===== src/rtl/fir_pkg.sv =====
// Shared constants and FSM state type for the FIR controllers.
package fir_pkg;

    localparam int unsigned NUM_TAP = 10;
    localparam int unsigned COEFF_W = 16;
    localparam int unsigned DIV     = 40;
    localparam int unsigned ADDR_W  = 4;

    typedef enum logic [1:0] {
        StIdle,
        StPending,
        StDone
    } firState_e;

endpackage


===== src/rtl/fir_sample_tick.sv =====
// Free-running mod-DIV counter; emits a one-cycle sample enable on the last count.
module fir_sample_tick #(
    parameter int unsigned DIV = fir_pkg::DIV
) (
    input  logic iClk_12M,
    input  logic iRsn,
    output logic oEnSample_300k
);
    import fir_pkg::*;

    localparam int unsigned CNT_W = $clog2(DIV);
    localparam logic [CNT_W-1:0] LastCnt = CNT_W'(DIV - 1);

    logic [CNT_W-1:0] cntQ, cntD;

    always_comb begin
        cntD = cntQ + 1'b1;
        if (cntQ == LastCnt) begin
            cntD = '0;
        end
    end

    always_ff @(posedge iClk_12M or negedge iRsn) begin
        if (!iRsn) begin
            cntQ <= '0;
        end else begin
            cntQ <= cntD;
        end
    end

    assign oEnSample_300k = (cntQ == LastCnt);

endmodule


===== src/rtl/fir_coeff_ctrl.sv =====
// FIR coefficient controller: host-facing shadow bank, sample-aligned atomic swap into the
// active bank that feeds the datapath.
module fir_coeff_ctrl #(
    parameter int unsigned NUM_TAP = fir_pkg::NUM_TAP,
    parameter int unsigned COEFF_W = fir_pkg::COEFF_W,
    parameter int unsigned DIV     = fir_pkg::DIV
) (
    input  logic                       iClk_12M,
    input  logic                       iRsn,
    input  logic                       iCsnRam,
    input  logic                       iWenRam,
    input  logic [fir_pkg::ADDR_W-1:0] iAddrRam,
    input  logic [COEFF_W-1:0]         iWrDtRam,
    output logic [COEFF_W-1:0]         oRdDtRam,
    input  logic                       iCommit,
    output logic                       oBusy,
    output logic                       oCommitDone,
    output logic                       oEnSample_300k,
    output logic [NUM_TAP*COEFF_W-1:0] oCoeff
);
    import fir_pkg::*;

    localparam logic [ADDR_W-1:0] NumTapAddr = ADDR_W'(NUM_TAP);

    firState_e          stateQ, stateD;
    logic               enSample;
    logic               addrValid;
    logic               hostWr;
    logic               hostRd;
    logic               swapCoeff;
    logic [COEFF_W-1:0] shadowQ [NUM_TAP];
    logic [COEFF_W-1:0] activeQ [NUM_TAP];
    logic [COEFF_W-1:0] rdDtQ;

    fir_sample_tick #(
        .DIV(DIV)
    ) uSampleTick (
        .iClk_12M       (iClk_12M),
        .iRsn           (iRsn),
        .oEnSample_300k (enSample)
    );

    assign addrValid = (iAddrRam < NumTapAddr);
    assign hostWr    = !iCsnRam && !iWenRam && addrValid && (stateQ == StIdle);
    assign hostRd    = !iCsnRam && iWenRam;
    // Swap on the sample edge itself: the datapath latches this sample with the old set.
    assign swapCoeff = (stateQ == StPending) && enSample;

    always_comb begin
        stateD = stateQ;
        unique case (stateQ)
            StIdle:    if (iCommit) stateD = StPending;
            StPending: if (enSample) stateD = StDone;
            StDone:    stateD = StIdle;
            default:   stateD = StIdle;
        endcase
    end

    always_ff @(posedge iClk_12M or negedge iRsn) begin
        if (!iRsn) begin
            stateQ <= StIdle;
        end else begin
            stateQ <= stateD;
        end
    end

    always_ff @(posedge iClk_12M or negedge iRsn) begin
        if (!iRsn) begin
            for (int k = 0; k < int'(NUM_TAP); k++) begin
                shadowQ[k] <= '0;
            end
        end else if (hostWr) begin
            shadowQ[iAddrRam] <= iWrDtRam;
        end
    end

    always_ff @(posedge iClk_12M or negedge iRsn) begin
        if (!iRsn) begin
            for (int k = 0; k < int'(NUM_TAP); k++) begin
                activeQ[k] <= '0;
            end
        end else if (swapCoeff) begin
            for (int k = 0; k < int'(NUM_TAP); k++) begin
                activeQ[k] <= shadowQ[k];
            end
        end
    end

    always_ff @(posedge iClk_12M or negedge iRsn) begin
        if (!iRsn) begin
            rdDtQ <= '0;
        end else if (hostRd) begin
            rdDtQ <= addrValid ? shadowQ[iAddrRam] : '0;
        end
    end

    always_comb begin
        oCoeff = '0;
        for (int k = 0; k < int'(NUM_TAP); k++) begin
            oCoeff[k*COEFF_W +: COEFF_W] = activeQ[k];
        end
    end

    assign oRdDtRam       = rdDtQ;
    assign oBusy          = (stateQ != StIdle);
    assign oCommitDone    = (stateQ == StDone);
    assign oEnSample_300k = enSample;

endmodule


===== config.mk =====
export PLATFORM = sky130hd
export DESIGN_NAME = fir_coeff_ctrl
export DESIGN_NICKNAME = d
export VERILOG_FILES = /design/src/rtl/fir_pkg.sv /design/src/rtl/fir_sample_tick.sv /design/src/rtl/fir_coeff_ctrl.sv
export SDC_FILE = /design/constraint.sdc
export NUM_CORES = 1
export LEC_CHECK = 0
export ABC_CLOCK_PERIOD_IN_PS = 3900
export BUFFER_PORTS_ARGS = -buffer_cell sky130_fd_sc_hd__clkbuf_2
export CORE_MARGIN = 1
export CORE_UTILIZATION = 28
export DETAILED_ROUTE_END_ITERATION = 6
export PLACE_DENSITY = 0.56
export RECOVER_POWER = 50
export SLEW_MARGIN = 0
export SYNTH_ARGS = -nofsm -noshare
export SYNTH_HDL_FRONTEND = slang
export SYNTH_SLANG_ARGS = --single-unit

===== constraint.sdc =====
create_clock -name iClk_12M -period 3.9 [get_ports iClk_12M]
set_clock_uncertainty 0.05 [all_clocks]
set_input_delay 0.195 -clock iClk_12M [delete_from_list [all_inputs] [get_ports iClk_12M]]
set_output_delay 0.195 -clock iClk_12M [all_outputs]
set_load 0.005 [all_outputs]

==> run summary <==
Ranked by instance count, the synthesized netlist is headed by dfrtp_1 (344), mux2_2 (322), nand2b_1 (32). The top cell type's share of synthesized area came out at ~60%. The count of cells resized by post-cts repair came out at 0. In the post-synthesis netlist, the biggest area contributors are dfrtp_1 (60%), mux2_2 (25%), mux4_2 (4.9%). The combined global-route utilization of all metal layers is 14.8%. The count of final hold-check violations came out at 0. The power per unit of standard cell area came out at 449 nW/um^2. Final hold analysis gives a worst-case slack of 31.5 ps. The worst path uses 65.7% of the clock period. The clock edge transition at the registers on the reported setup and hold paths is 60 ps. The total wirelength of the detailed-routed design is 38000 um. The clock tree synthesis step divided the H-tree into 2 levels.

The number of buffers on the longest clock path is 3. The kind of critical path is reg -> reg. The net total in the final layout came out at 1130.

The root buffer cell is clkbuf_16. The post-synthesis register bit count came out at 344. The total overflow left after global routing is 0.

The number of diodes came out at 0. The cell count of the worst reg-to-reg path is 3. The total of max-cap violations is 0. The final count of pins violating max slew came out at 0. The average vias per placed instance is 4.63. The minimum period implied by the final worst setup slack came out at 2560 ps.

The area added between synthesis and finish came out at 20.8%. The height of the die is 229 um. The total via count in the routed design is 8330. The initial cell density of the core came out at 28.5%. Detailed placement finished with a half-perimeter wire length of approximately 26000 um. For this run, design rule violations remaining after detail routing come to 0.

The arrival time at the worst endpoint came out at 2940 ps. The non-filler instance count after layout came out at 1800. The number of global-route vias before repair was 8812. The final instance area is ~17000 um^2. The worst-margin pin slew is 1330 ps. The upper clock frequency limit is roughly 0.39 GHz. The worst hold path depth came out at 2.

The worst slew margin relative to its limit is 11.2%. The number of buffers created by CTS came out at 40. The final setup violation count is 0. Dividing the detail-routed wire length by the instance count gives 21.1 um.

The most used standard cell by instance count after synthesis is dfrtp_1. The min-delay analysis places its worst path in the category in -> reg. The placement-stage cell area is around 16000 um^2.

The number of antenna violations at the first check in global routing came to 0. In this run the tool buffered the top-level ports with approximately 200 buffer cells. The flow ran to the end, and the final reports show no timing, DRC or antenna violations. The worst voltage drop across the vdd grid came out at 0.229 mV. The first global-routing pass estimated 58100 um of wire.

The synthesized area divided by synthesized cell count is 16.0 um^2. The setup total negative slack came out at 0 ps. The endpoint type of the worst setup path is a flip-flop. Before antenna repair, the detailed router went through 4 iterations. Along the worst path, the maximum fanout reaches 16. The number of ports placed on the die boundary is 204.

The die extent in x came out at 229 um. The number of clock sinks is roughly 340. The area of the mapped netlist came out at 14400 um^2. Among all flip-flop cells after synthesis, the most frequent one is dfrtp_1. Synthesis produced 901 cells. The largest area contributor in the synthesized netlist is dfrtp_1. The clock tree from TritonCTS is built. Counting flops with a built-in enable in the synthesized netlist gives 0.

The count of distinct cell types in the synthesized netlist came out at 42. The largest net degree at the start of global routing is 105. The floorplan row count is just over 80. The warning count from the yosys run came out at 0. Routability-driven placement finished with a final weighted congestion of about 0.77. For this run, asynchronously set or reset flops after synthesis account for 100%. The leakage component of the power is 8.43 nW.

The instance count after placement with tap cells included came out at 1730. The total nets after synthesis came out at slightly above 900. The post-route antenna net violation count came out at 0. For this block, the initial DRC count from the detailed router was 471.

The nature of the critical path startpoint is a flip-flop. The post-route netlist has 48.5% of its cells at a drive strength greater than 1. The floorplan step defined a die boundary enclosing 52300 um^2. The later pin in the worst-skew pair is clocked with a latency of roughly 560 ps.

Setup repair after global routing left no endpoint under its margin. The standard cell core area is just over 50000 um^2. The part of the Yosys area used for sequential elements came out at about 60%. The data required time at the worst endpoint came out at 4280 ps.
==> report_power, final <==
part | leakage (nW) | switching, W | internal, W
logic | 3.01 | 0.000201 | 0.000126
clock network | 0.658 | 0.00147 | 0.00232
registers | 4.76 | 0.0000536 | 0.00364
==> layout make-up <==
type                            count  area, um^2
Clock buffer                       57        1200
Clock inverter                      9         131
Fill cell                        4968       33000
Inverter                            3        11.3
Multi-Input combinational cell    489        5450
Sequential cell                   344        8610
Tap cell                          672         841
Timing Repair Buffer              226        1140
==> cell usage in the layout, fill, tap and decap left out, types with 3 or more instances in the layout <==
cell           count
dfrtp_1          344
mux2_2           322
clkbuf_1         108
clkbuf_2         100
clkbuf_16         42
nand2b_1          32
mux4_2            31
mux2i_1           30
a22oi_1           16
o21ai_0           15
buf_4             12
clkbuf_8           9
clkinv_2           5
buf_12             5
nor2b_1            4
nor2_1             4
dlygate4sd3_1      4
nor4_4             3
bufinv_16          3
==> repair_timing <==
action,CTS,global route
hold buffers,4,0
setup buffers,0,0
hold endpoints to repair,110,0
==> final timing paths <==
path | end | slack (ps) | start
worst max-delay path | shadowQ[21] | 1340 | stateQ[0]
worst min-delay path | shadowQ[155] | 30 | iWrDtRam[11]
worst max register to register | shadowQ[21] | 1340 | stateQ[0]
worst min register to register | uSampleTick.cntQ[0] | 410 | uSampleTick.cntQ[0]
max in group asynchronous | oCoeff[146] | 1680 | iRsn
min in group asynchronous | shadowQ[89] | 270 | iRsn
==> layer usage <==
| metal | track usage [%] | wire length (um) | part of all wire (%) | up-vias |
|---|---|---|---|---|
| li1 | - | - | - | 3680 |
| met1 | 19.3 | 16800 | 44 | 4397 |
| met2 | 24.3 | 18600 | 49 | 197 |
| met3 | 3.03 | 1790 | 4.7 | 56 |
| met4 | 5.05 | 882 | 2.3 | 0 |
| met5 | 0 | 0 | 0 | - |
==> stage by stage <==
stage / total power, W / setup slack, ps / util, %
floorplan: 0.00389 / 1720 / -
global placement: 0.00409 / 1360 / 32.1
detailed placement: 0.00410 / 1260 / 32.1
CTS: 0.00796 / 1280 / 34.8
global route: 0.00812 / 1160 / 34.5
finish: 0.00781 / 1340 / 34.5
==> kinds of logic after synthesis <==
family	after synthesis	synth area share, %
buf+inv	68	2.32
mux	383	32.2
fa+ha+maj	1	0.0870
simple gates	64	3.67
flops	344	59.9
compound gates	38	1.71
xor+xnor	3	0.183
==> worst max-delay path, cell delays in order (launching register included) <==
cell and delay (ps):
dfrtp_1 440, nor4_2 700, nand4b_2 730, mux2_2 520
==> sequential cells by signal, indices dropped and copies added, names as in the netlist <==
register,flops
oCoeff,160
shadowQ,160
oRdDtRam,16
uSampleTick.cntQ,6
stateQ,2
Power figures use the tool's default switching activity.
